### config.mk
export PLATFORM = sky130hd
export DESIGN_NAME = rc4_decrypt_msg_flat
export DESIGN_NICKNAME = d
export VERILOG_FILES = /design/src/rtl/rc4_pkg.sv /design/src/rtl/rc4_decrypt_msg_if.sv /design/src/rtl/rc4_decrypt_msg.sv /design/src/flat_wrapper.sv
export SDC_FILE = /design/constraint.sdc
export NUM_CORES = 1
export LEC_CHECK = 0
export CAP_MARGIN = 0
export CORE_MARGIN = 4
export CORE_UTILIZATION = 39
export CTS_CLUSTER_DIAMETER = 200
export DETAILED_ROUTE_END_ITERATION = 6
export GPL_ROUTABILITY_DRIVEN = 0
export PLACE_DENSITY = 0.83
export SKIP_CTS_REPAIR_TIMING = 1
export SYNTH_ARGS = -nofsm -noshare
export SYNTH_HDL_FRONTEND = slang
export SYNTH_SLANG_ARGS = --single-unit
### constraint.sdc
create_clock -name clk -period 2.9 [get_ports clk]
set_input_delay 0.58 -clock clk [delete_from_list [all_inputs] [get_ports clk]]
set_output_delay 0.58 -clock clk [all_outputs]
set_load 0.02 [all_outputs]
### src/rtl/rc4_pkg.sv
// rc4_pkg: shared definitions for the RC4 decrypt stage and the key-search
// controller.
//   rc4_state_e     - decryptor FSM states
//   MSG_LEN_DEFAULT - default message length in bytes
//   CHAR_*          - bounds of the accepted plaintext alphabet
//   is_plain_char   - 1 when a byte is a lowercase letter or a space
package rc4_pkg;

  localparam int MSG_LEN_DEFAULT = 32;

  localparam logic [7:0] CHAR_A     = 8'h61;
  localparam logic [7:0] CHAR_Z     = 8'h7A;
  localparam logic [7:0] CHAR_SPACE = 8'h20;

  typedef enum logic [3:0] {
    IDLE,
    SI_REQ,
    SI_CAP,
    SJ_REQ,
    SJ_CAP,
    WR_I,
    WR_J,
    F_REQ,
    F_CAP,
    WR_D,
    DONE
  } rc4_state_e;

  function automatic logic is_plain_char(input logic [7:0] b);
    return ((b >= CHAR_A) && (b <= CHAR_Z)) || (b == CHAR_SPACE);
  endfunction

endpackage

### src/rtl/rc4_decrypt_msg_if.sv
// rc4_decrypt_msg_if: groups the control handshake, the ciphertext array and
// both RAM buses of the RC4 decrypt stage.
//   start/busy/done/valid      - handshake with the ROM reader / key search
//   enc_data                   - ciphertext bytes, held stable for a whole run
//   s_address/s_data/s_wren/s_q - 256x8 S RAM port (registered-address read)
//   d_address/d_data/d_wren    - 32x8 decrypted-message RAM write port
// Modports: master = decryptor side, slave = environment side.
interface rc4_decrypt_msg_if
  import rc4_pkg::*;
#(
  parameter int MSG_LEN = MSG_LEN_DEFAULT,
  parameter int AW      = $clog2(MSG_LEN)
);

  logic                    start;
  logic [MSG_LEN-1:0][7:0] enc_data;
  logic                    busy;
  logic                    done;
  logic                    valid;

  logic [7:0]              s_address;
  logic [7:0]              s_data;
  logic                    s_wren;
  logic [7:0]              s_q;

  logic [AW-1:0]           d_address;
  logic [7:0]              d_data;
  logic                    d_wren;

  modport master (
    input  start, enc_data, s_q,
    output busy, done, valid,
    output s_address, s_data, s_wren,
    output d_address, d_data, d_wren
  );

  modport slave (
    output start, enc_data, s_q,
    input  busy, done, valid,
    input  s_address, s_data, s_wren,
    input  d_address, d_data, d_wren
  );

endinterface

### src/rtl/rc4_decrypt_msg.sv
// rc4_decrypt_msg: RC4 PRGA keystream generator and message decryptor.
// On start it walks the key-scheduled S RAM, one byte per 9 states, XORs each
// keystream byte with the matching ciphertext byte, writes the plaintext to
// the decrypted-message RAM and tracks whether every plaintext byte is a
// lowercase letter or a space.
// Ports:
//   clk      - system clock, all state updates on the rising edge
//   reset_n  - asynchronous active-low reset
//   bus      - rc4_decrypt_msg_if.master (handshake, ciphertext, S/D RAM buses)
// All bus outputs are decoded combinationally from the current state, so the
// RAM strobes are exactly one state wide and drop to 0 as soon as reset
// forces IDLE.
module rc4_decrypt_msg
  import rc4_pkg::*;
#(
  parameter int MSG_LEN = MSG_LEN_DEFAULT
) (
  input  logic                 clk,
  input  logic                 reset_n,
  rc4_decrypt_msg_if.master    bus
);

  localparam int            AW     = $clog2(MSG_LEN);
  localparam logic [AW-1:0] LAST_K = AW'(MSG_LEN - 1);

  rc4_state_e    r_state;
  rc4_state_e    w_state_nxt;

  logic [7:0]    r_i;
  logic [7:0]    r_j;
  logic [7:0]    r_si;
  logic [7:0]    r_sj;
  logic [7:0]    r_f;
  logic [AW-1:0] r_k;
  logic          r_valid;

  logic [7:0]    w_plain;
  logic          w_start_ok;

  // enc_data is read directly here; the ROM reader holds it stable for the run.
  assign w_plain    = r_f ^ bus.enc_data[r_k];
  assign w_start_ok = bus.start && ((r_state == IDLE) || (r_state == DONE));

  // State and datapath registers
  always_ff @(posedge clk or negedge reset_n) begin
    if (!reset_n) begin
      r_state <= IDLE;
      r_i     <= 8'd0;
      r_j     <= 8'd0;
      r_si    <= 8'd0;
      r_sj    <= 8'd0;
      r_f     <= 8'd0;
      r_k     <= '0;
      r_valid <= 1'b0;
    end else begin
      r_state <= w_state_nxt;
      if (w_start_ok) begin
        // PRGA starts with i already pre-incremented from 0.
        r_i     <= 8'd1;
        r_j     <= 8'd0;
        r_k     <= '0;
        r_valid <= 1'b1;
      end else begin
        case (r_state)
          SI_CAP: begin
            r_si <= bus.s_q;
            r_j  <= r_j + bus.s_q;
          end
          SJ_CAP: r_sj <= bus.s_q;
          F_CAP:  r_f  <= bus.s_q;
          WR_D: begin
            if (!is_plain_char(w_plain)) r_valid <= 1'b0;
            if (r_k != LAST_K) begin
              r_k <= r_k + 1'b1;
              r_i <= r_i + 8'd1;
            end
          end
          default: ;
        endcase
      end
    end
  end

  // Next state and bus decode
  always_comb begin
    w_state_nxt   = r_state;
    bus.busy      = 1'b1;
    bus.done      = 1'b0;
    bus.valid     = 1'b0;
    bus.s_address = 8'd0;
    bus.s_data    = 8'd0;
    bus.s_wren    = 1'b0;
    bus.d_address = '0;
    bus.d_data    = 8'd0;
    bus.d_wren    = 1'b0;
    case (r_state)
      IDLE: begin
        bus.busy = 1'b0;
        if (bus.start) w_state_nxt = SI_REQ;
      end
      SI_REQ: begin
        bus.s_address = r_i;
        w_state_nxt   = SI_CAP;
      end
      SI_CAP: w_state_nxt = SJ_REQ;
      SJ_REQ: begin
        bus.s_address = r_j;
        w_state_nxt   = SJ_CAP;
      end
      SJ_CAP: w_state_nxt = WR_I;
      // When i==j both writes hit one location and si lands last, which is
      // the correct result of swapping an entry with itself.
      WR_I: begin
        bus.s_address = r_i;
        bus.s_data    = r_sj;
        bus.s_wren    = 1'b1;
        w_state_nxt   = WR_J;
      end
      WR_J: begin
        bus.s_address = r_j;
        bus.s_data    = r_si;
        bus.s_wren    = 1'b1;
        w_state_nxt   = F_REQ;
      end
      F_REQ: begin
        bus.s_address = r_si + r_sj;
        w_state_nxt   = F_CAP;
      end
      F_CAP: w_state_nxt = WR_D;
      WR_D: begin
        bus.d_address = r_k;
        bus.d_data    = w_plain;
        bus.d_wren    = 1'b1;
        w_state_nxt   = (r_k == LAST_K) ? DONE : SI_REQ;
      end
      DONE: begin
        bus.busy  = 1'b0;
        bus.done  = 1'b1;
        bus.valid = r_valid;
        if (bus.start) w_state_nxt = SI_REQ;
      end
      default: begin
        bus.busy    = 1'b0;
        w_state_nxt = IDLE;
      end
    endcase
  end

endmodule

### src/flat_wrapper.sv
// flat-port wrapper written by rule: the top's interface ports become plain ports
module rc4_decrypt_msg_flat import rc4_pkg::*;
#(
  parameter int MSG_LEN = MSG_LEN_DEFAULT
)
  (clk, reset_n, bus_start, bus_enc_data, bus_s_q, bus_busy, bus_done, bus_valid, bus_s_address, bus_s_data, bus_s_wren, bus_d_address, bus_d_data, bus_d_wren);
  rc4_decrypt_msg_if #(.MSG_LEN(MSG_LEN)) bus_i ();
  input  logic clk;
  input  logic reset_n;
  input wire logic [$bits(bus_i.start)-1:0] bus_start;
  input wire logic [$bits(bus_i.enc_data)-1:0] bus_enc_data;
  input wire logic [$bits(bus_i.s_q)-1:0] bus_s_q;
  output wire logic [$bits(bus_i.busy)-1:0] bus_busy;
  output wire logic [$bits(bus_i.done)-1:0] bus_done;
  output wire logic [$bits(bus_i.valid)-1:0] bus_valid;
  output wire logic [$bits(bus_i.s_address)-1:0] bus_s_address;
  output wire logic [$bits(bus_i.s_data)-1:0] bus_s_data;
  output wire logic [$bits(bus_i.s_wren)-1:0] bus_s_wren;
  output wire logic [$bits(bus_i.d_address)-1:0] bus_d_address;
  output wire logic [$bits(bus_i.d_data)-1:0] bus_d_data;
  output wire logic [$bits(bus_i.d_wren)-1:0] bus_d_wren;
  assign bus_i.start = bus_start;
  assign bus_i.enc_data = bus_enc_data;
  assign bus_i.s_q = bus_s_q;
  assign bus_busy = bus_i.busy;
  assign bus_done = bus_i.done;
  assign bus_valid = bus_i.valid;
  assign bus_s_address = bus_i.s_address;
  assign bus_s_data = bus_i.s_data;
  assign bus_s_wren = bus_i.s_wren;
  assign bus_d_address = bus_i.d_address;
  assign bus_d_data = bus_i.d_data;
  assign bus_d_wren = bus_i.d_wren;
  rc4_decrypt_msg #(.MSG_LEN(MSG_LEN)) u_core (.clk(clk), .reset_n(reset_n), .bus(bus_i));
endmodule
## Word-level counts from Yosys, hierarchy flattened

Cells that the tools add are included.
W data, S select, Z words.

- Input port bits: 267
- Bits in registers: 50
- Logic and storage cells: 75
- Output and inout port bits: 34

- Equal/unequal tests: 15
- Bitwise gates (word level): 2
- Muxes and demuxes: 25
- $lt $le $gt $ge: 3
- Add/sub/neg operators: 4
- Reductions and logical operators: 18

Operator list:

| cell | number |
|---|---|
| $mux W8 | 7 |
| $bmux W8 S5 | 1 |
| $pmux W4 S10 | 1 |
| $pmux W8 S3 | 1 |
| $mux W5 | 4 |
| $add A8 B8 Y8 | 2 |
| $eq A4 B3 Y1 const B | 4 |
| $pmux W8 S2 | 1 |
| $eq A4 B4 Y1 const B | 3 |
| $reduce_and A2 Y1 | 5 |
| $reduce_or A9 Y1 | 1 |
| $add A8 B1 Y8 const B | 1 |
| $eq A4 B2 Y1 const B | 2 |
| $eq A8 B6 Y1 const B | 1 |
| $ge A8 B7 Y1 const B | 1 |
| $le A8 B7 Y1 const B | 1 |
| $mux W1 | 8 |
| $mux W4 | 2 |
| $reduce_or A2 Y1 | 4 |
| $xor A8 B8 Y8 | 1 |
| $lt A5 B6 Y1 const B | 1 |
| $reduce_bool A2 Y1 | 3 |
| $add A5 B1 Y5 const B | 1 |
| $eq A5 B5 Y1 const B | 1 |
| 7 further kinds | 10 |

## Longest topological paths before layout

Gate-level depths: netlist (run 1).

- Word-level depth: 9
- Mapped depth: 13

## Least setup slack after synthesis (run 1)

Ideal clock, no wire load.

- Kind: register to output
- From: reg u_core.r_k[0]
- To: out bus_d_data[7]
- Required time: 2.320 ns
- Stages on the path, launching flop included: 7
- Arrival time: 2.144 ns
- Path slack: 0.176 ns
- Cells stage by stage: dfrtp_1 -> buf_4 -> mux4_2 -> mux4_2 -> mux2i_1 -> xor2_1 -> nor2_1

- Cells in the longest elaborated chain, start to end: 4

Ends and longest elaborated chain:

| item | line | source |
|---|---|---|
| from (decl) | rc4_decrypt_msg.sv:34 | `logic [AW-1:0] r_k;` |
| from (signal assigned) | rc4_decrypt_msg.sv:74 | `r_k <= r_k + 1'b1;` |
| $bmux W8 S5 | rc4_decrypt_msg.sv:41 | `assign w_plain = r_f ^ bus.enc_data[r_k];` |
| $mux W8 (implied by the code) | rc4_decrypt_msg.sv:41 |  |
| $xor A8 B8 Y8 | rc4_decrypt_msg.sv:41 |  |
| $mux W8 | rc4_decrypt_msg.sv:96 | `case (r_state)` |
| to (decl) | flat_wrapper.sv:20 | `output wire logic [$bits(bus_i.d_data)-1:0] bus_d_data;` |

No other way between the ends. The select of a mux whose other input is x is not followed.

## Worst setup path after layout (run 1)

- From: reg u_core.r_k[0]
- To: out bus_d_data[5]

The elaborated chain is that of the path after synthesis.

==> out/results.md, run 1 <==
| Item | Reported |
|---|---|
| CP Class | reg2out |
| Status | finished with violations |
| Failing checks | setup timing |
| Dominant synthesized flop cell | sky130_fd_sc_hd__dfrtp_1 |
| Yosys warning total | 0 |
| Total global-route track usage | 31.2% |
| Largest net degree at the start of global routing | 35 |
| Number of endpoints with negative hold slack in the final report | 0 |
| Sequential share of the synthesized area | 24.0% |
| Mean routed wirelength per cell | 24.2 um |
| Top post-synthesis cells by count | sky130_fd_sc_hd__mux2i_1 (55), sky130_fd_sc_hd__dfrtp_1 (50), sky130_fd_sc_hd__mux4_2 (39), sky130_fd_sc_hd__nor2_1 (39), sky130_fd_sc_hd__a22oi_1 (34) |
| Count of different cell masters after synthesis | 51 |
| Clock H-tree levels | 2 |
| Async set-or-reset flop fraction in the synthesized netlist | 100% |
| Static power due to leakage | 3.80 nW |
| Worst VDD drop | 486 uV |
| Cell type contributing the most total cell area after synthesis | sky130_fd_sc_hd__dfrtp_1 |
| Die Footprint | 0.0153 mm^2 |
| Critical Path Sink Type | output pin |
| Global-route wire length before repair | 35.6 mm |
| Chip Width | 124 um |
| Number of rows created at floorplan | 41 |
| Via-to-Cell Ratio | 5.73 |
| Number of buffers on the longest clock path | 2 |
| Internal power of the cells | 4.07 mW |
| Biggest area contributors in the synthesized netlist | sky130_fd_sc_hd__dfrtp_1 (24%), sky130_fd_sc_hd__mux4_2 (17%), sky130_fd_sc_hd__mux2i_1 (11%), sky130_fd_sc_hd__mux2_2 (5.0%), sky130_fd_sc_hd__a22oi_1 (4.9%) |
| Largest fanout on the critical path | 7 |
| First drt pass iteration count | 4 |
| Synthesis-to-finish area growth | 81.5% |
| Number of setup violations in the final report | 8 |
| Setup repair after global routing missed its margin | yes |
| Clk sinks | 50 |
| Vias | 6,069 |
| Synth Area per Inst | 10.2 um^2 |
| Clock period minus worst slack | 3310 ps |
| Total power consumption of the routed design | 6.94 mW |
| Antenna violations before repair | 13 |
| First element of the critical path | u_core.r_k[0] |
| Master cell of the clock root buffer | sky130_fd_sc_hd__clkbuf_16 |
| DR DRC count | 0 |
| Fin util | 73.5% |
| Clock Power Share | 9.1% |
| Clock latency at the later pin of the worst-skew pair | 290 ps |
| Highest achievable clock rate | 302 MHz |
| Filler cells | 881 |
| Net load switching power | 2.86 mW |
| Initial core utilization | 40.5% |
| Area share of the largest cell type after synthesis | 24.0% |
| Slew Viols, Final | 0 |
| Antenna viol nets, final | 0 |
| Number of input and output port buffers inserted | 300 |
| Fraction of final layout cells sized beyond drive strength 1 | 25.3% |
| Power density cells | 733 mW/mm^2 |
| Height of the die | 124 um |
| Startpoint kind of the worst setup timing path | flip-flop |
| Period utilisation layout | 114% |
| Tightest slew margin relative to the limit | 62.6% |
| Data required, critical path | 2320 ps |
| Clock tree skew after final layout | 5.45 ps |
| Mapped Cells | 513 |
| Count of flip-flops with a built-in enable after synthesis | 0 |
| FF+latch count, synth | 50 |
| Switching fraction of total power | 41.3% |
| Power share of the sequential group | 18.6% |
| Vias in the first global route | 6,420 |
| Iter 0 DRT Violations | 450 |
| Reg2reg start | u_core.r_k[0] |
| Portion of total power attributed to combinational logic | 72.2% |
| Post-synth net total | 799 |
| Total clock buffers created by CTS | 5 |
| Final setup margin | -410 ps |
| TritonCTS clock tree | yes |
| Measured slew at the worst slew-check pin | 560 ps |
| Placeable core region | 0.0129 mm^2 |
| Post-detail-place hpwl | 20.8 mm |
| Count of max-cap constraint violations | 0 |
| Total wirelength of the detailed-routed design | 25.6 mm |
| R2R Setup Slk | 70 ps |
| Class of the most critical hold timing path | in2async |
| # IOs | 301 |
| Cell with the most instances after synthesis | sky130_fd_sc_hd__mux2i_1 |
| Synthesized cell area | 0.00521 mm^2 |
| Clock-pin slew on the worst setup and hold paths | 70 ps |
| Data arrival time of the critical path | 2730 ps |
| Total overflow reported by the global router | 0 |
| Final nets | 1,166 |
==> worst paths after layout <==
kind | to | depth (start not counted)
min reg2reg | u_core.r_f[5] | 1
max reg2reg | u_core.r_valid | 14
max | bus_d_data[5] | 8
min | u_core.r_state[1] | 1
min in group clk | u_core.r_f[5] | 1
max in group asynchronous | u_core.r_j[4] | 2
==> layout by cell type, fill, tap and decap left out, drive strengths merged, types with 21 or more instances in the layout <==
cell type and n:
nand2 31, clkdlybuf4s50 282, mux2 23, a22oi 34
dfrtp 50, buf 106, nor2 40, a21oi 21
mux4 42, mux2i 55
==> per-layer routing <==
layer  track usage [%]  routed length [um]  vias up
li1                  -                   -     2709
met1              35.6                9420     2954
met2              54.4               12400      319
met3              11.7                2880       73
met4              9.07                 844       14
met5                 0                  99        -
==> registers in the layout, indices dropped and copies added, names as in the netlist <==
signal / cells
u_core.r_sj: 8
u_core.r_k: 5
u_core.r_j: 8
u_core.r_i: 8
u_core.r_valid: 1
u_core.r_si: 8
u_core.r_state: 4
u_core.r_f: 8
==> cell families (layout without fill, tap and decap cells) <==
| logic type | Yosys count | after routing | share of synthesized area [%] |
|---|---|---|---|
| AOI/OAI and AO/OA | 118 | 118 | 15.6 |
| adders and majority gates | 19 | 19 | 4.85 |
| buffers and inverters | 55 | 423 | 5.57 |
| DFF | 50 | 50 | 24.0 |
| xor gates and xnor gates | 31 | 31 | 5.21 |
| and+or+nand+nor | 120 | 120 | 10.9 |
| other | 0 | 6 | 0 |
| muxes | 120 | 120 | 33.9 |
==> power by group through the flow <==
stage / combinational [mW] / clock, mW / sequential (mW)
finish: 5.01 / 0.634 / 1.29
global route: 5.36 / 0.665 / 1.33
CTS: 4.64 / 0.636 / 1.27
detailed placement: 4.60 / 0 / 1.28
global placement: 4.43 / 0 / 1.25
floorplan: 3.26 / 0 / 1.19
==> area by class of cell <==
class	instances	area, um^2	area share, %
Sequential cell	50	1260	13.3
Clock buffer	7	153	1.61
Antenna cell	6	15.0	0.159
Timing Repair Buffer	399	3930	41.5
Tap cell	172	215	2.27
Multi-Input combinational cell	408	3820	40.4
Inverter	16	63.8	0.674
Clock inverter	1	8.76	0.0926
==> critical path, cell delays in order, from the launching register on <==
cell and delay (ps):
sky130_fd_sc_hd__dfrtp_4 530, sky130_fd_sc_hd__buf_12 160, sky130_fd_sc_hd__buf_6 90, sky130_fd_sc_hd__mux4_2 500, sky130_fd_sc_hd__mux4_2 480, sky130_fd_sc_hd__mux2i_2 210, sky130_fd_sc_hd__xor2_1 220, sky130_fd_sc_hd__nor2_1 60
sky130_fd_sc_hd__buf_4 170
==> per-stage QoR <==
stage | hold WS, ps | TNS [ps] | instance area (um^2) | instances | setup slack [ps]
2_1_floorplan | 284 | 0 | 5210 | 513 | 176
3_3_place_gp | 476 | -5950 | 8950 | 1032 | -838
3_5_place_dp | 491 | -6390 | 8950 | 1032 | -839
4_1_cts | 216 | -8750 | 9110 | 1040 | -885
5_1_grt | 234 | -3250 | 9460 | 1058 | -476
6_report | 208 | -2350 | 9460 | 1059 | -410
(Power assumes the default switching activity.)
==> run 2, diff against run 1 <==
Settings changed: CAP_MARGIN 0 to 30, SETUP_SLACK_MARGIN from default to 0.5.
==> run 2 against run 1 <==
The run still ends with setup timing left. Critical endpoint unchanged. Global-route usage decreased by 1.9 points. Register-to-register slack got worse by 50 ps. Critical path type unchanged. Count of clock-buffer cells in the layout shrank 1. Largest cell class unchanged. Worst setup slack lost 10 ps. Clock power is 23% higher. Sequential share of layout area shrank 0.30 points.
==> out/results.md, run 2 (same netlist as run 1, synthesis figures left out) <==
| Item | Reported |
|---|---|
| Status | finished with violations |
| Failing checks | setup timing |
| Initial core utilization | 40.5% |
| Largest fanout on the critical path | 6 |
| Total global-route track usage | 29.3% |
| Crit path largest cell delay | 540 ps |
| Setup repair after global routing missed its margin | yes |
| Period utilisation layout | 114% |
| Largest net degree at the start of global routing | 33 |
| Antenna viol nets, final | 0 |
| Clock latency at the later pin of the worst-skew pair | 290 ps |
| TritonCTS clock tree | yes |
| Clock tree skew after final layout | 3.02 ps |
| Final setup margin | -420 ps |
| Fin util | 75.4% |
| Data required, critical path | 2320 ps |
| Slowest cell on the critical path | sky130_fd_sc_hd__dfrtp_4 |
| Reg2reg start | u_core.r_k[0] |
| Highest achievable clock rate | 301 MHz |
| Antenna violations before repair | 3 |
| Most common cell on crit path | sky130_fd_sc_hd__buf_6 |
| Number of setup violations in the final report | 8 |
| Number of rows created at floorplan | 41 |
| Count of max-cap constraint violations | 0 |
| Measured slew at the worst slew-check pin | 629 ps |
| Clk sinks | 50 |
| Tightest hold margin | 302 ps |
| Worst VDD drop | 497 uV |
| Power density cells | 761 mW/mm^2 |
| Critical Path Sink Type | output pin |
| Total overflow reported by the global router | 0 |
| Static power due to leakage | 4.08 nW |
| Via-to-Cell Ratio | 5.82 |
| Chip Width | 124 um |
| Number of input and output port buffers inserted | 300 |
| # IOs | 301 |
| Filler cells | 846 |
| Iter 0 DRT Violations | 363 |
| Total clock buffers created by CTS | 5 |
| Master cell of the clock root buffer | sky130_fd_sc_hd__clkbuf_16 |
| Setup slack at placement | -817 ps |
| Height of the die | 124 um |
| Vias in the first global route | 6,379 |
| Data arrival time of the critical path | 2740 ps |
| Number of endpoints with negative hold slack in the final report | 0 |
| Total power consumption of the routed design | 7.39 mW |
| Series of cell instances along the critical path | buf_12 > buf_6 > buf_6 > mux4_2 > mux4_2 > mux2i_4 > xor2_1 > nor2_2 > buf_6 |
| Vias | 6,180 |
| Post-detail-place hpwl | 19.5 mm |
| Final nets | 1,173 |
| First drt pass iteration count | 5 |
| Number of buffers on the longest clock path | 2 |
| Class of the most critical hold timing path | in2async |
| Startpoint kind of the worst setup timing path | flip-flop |
| Total wirelength of the detailed-routed design | 25.2 mm |
| Number of cells traversed by the worst register-to-register path | 11 |
| Die Footprint | 0.0153 mm^2 |
| First element of the critical path | u_core.r_k[0] |
| Clock period minus worst slack | 3320 ps |
| Placeable core region | 0.0129 mm^2 |
| Global-route wire length before repair | 34.1 mm |
| Clock H-tree levels | 2 |
| R2R Setup Slk | 20 ps |
| Most common library cell in the layout ignoring fill and taps | sky130_fd_sc_hd__clkdlybuf4s50_1 |
| DR DRC count | 0 |
| CP Class | reg2out |
| Capture instance of the worst register-to-register path | u_core.r_valid |
| Synthesis-to-finish area growth | 86.3% |
| Tightest slew margin relative to the limit | 58.1% |
| Top library cells by usage in the layout, fill and taps aside | sky130_fd_sc_hd__clkdlybuf4s50_1 (263), sky130_fd_sc_hd__buf_4 (89), sky130_fd_sc_hd__mux2i_1 (53) |
| Slew Viols, Final | 0 |
| Clock-pin slew on the worst setup and hold paths | 60 ps |
| Mean routed wirelength per cell | 23.7 um |
| Fraction of final layout cells sized beyond drive strength 1 | 29.3% |
[run 2: cell types whose count changed in the layout (fill, tap and decap cells not counted), moves of 6 or more]
cell | before | now
sky130_fd_sc_hd__clkdlybuf4s50_1 | 282 | 263
sky130_fd_sc_hd__dlymetal6s2s_1 | 5 | 18
sky130_fd_sc_hd__buf_6 | 9 | 18
sky130_fd_sc_hd__mux2i_2 | 6 | 0
[run 2: metal layers]
layer	routed length, um	vias up	part of all wire (%)	GRT usage (%)
li1	-	2714	-	-
met1	9360	3034	37	34.3
met2	12500	357	50	52.4
met3	2260	73	9.0	7.31
met4	1090	2	4.3	9.69
met5	13	-	0.052	0
[run 2: area by class of cell]
class | count | area, um^2 | area share (%)
clock inverters | 2 | 60.1 | 0.618
well taps | 172 | 215 | 2.22
inverters | 16 | 63.8 | 0.657
repair inverters | 1 | 5.00 | 0.0515
clock buffers | 6 | 139 | 1.43
flip-flops and latches | 50 | 1260 | 13.0
repair buffers | 405 | 4010 | 41.3
multi-input cells | 408 | 3960 | 40.7
diodes | 2 | 5.00 | 0.0515
[run 2: how the worst max path moves through the flow]
| stage | endpoint | slack, ps | cells past startpoint |
|---|---|---|---|
| floorplan | bus_d_data[7] | 250 | 6 |
| global placement | bus_d_data[0] | -810 | 8 |
| global route | bus_d_data[5] | -460 | 9 |
| finish | bus_d_data[5] | -420 | 9 |
| CTS | bus_d_data[1] | -850 | 8 |
| detailed placement | bus_d_data[0] | -820 | 8 |
[run 2: where the power goes]
| part | internal [mW] | switching, mW | leakage [nW] |
|---|---|---|---|
| combinational | 2.81 | 2.49 | 3.36 |
| clock | 0.518 | 0.261 | 0.0971 |
| sequential | 0.993 | 0.319 | 0.621 |
[run 2: per-stage QoR]
| stage | std cells | area (um^2) | TNS, ps |
|---|---|---|---|
| after floorplan | 513 | 5290 | 0 |
| final | 1062 | 9710 | -2210 |
| after global routing | 1062 | 9710 | -3060 |
| after CTS | 1029 | 9080 | -7580 |
| after detailed placement | 1021 | 8880 | -4860 |
| after global placement | 1021 | 8880 | -4530 |
[run 2: critical path: cells and delay by family, from the launching register on]
family / cells / cell delay, ps
multiplexers: 3 / 1110
flip-flops: 1 / 540
buffers and inverters: 4 / 510
XOR/XNOR: 1 / 210
AND/OR/NAND/NOR: 1 / 70
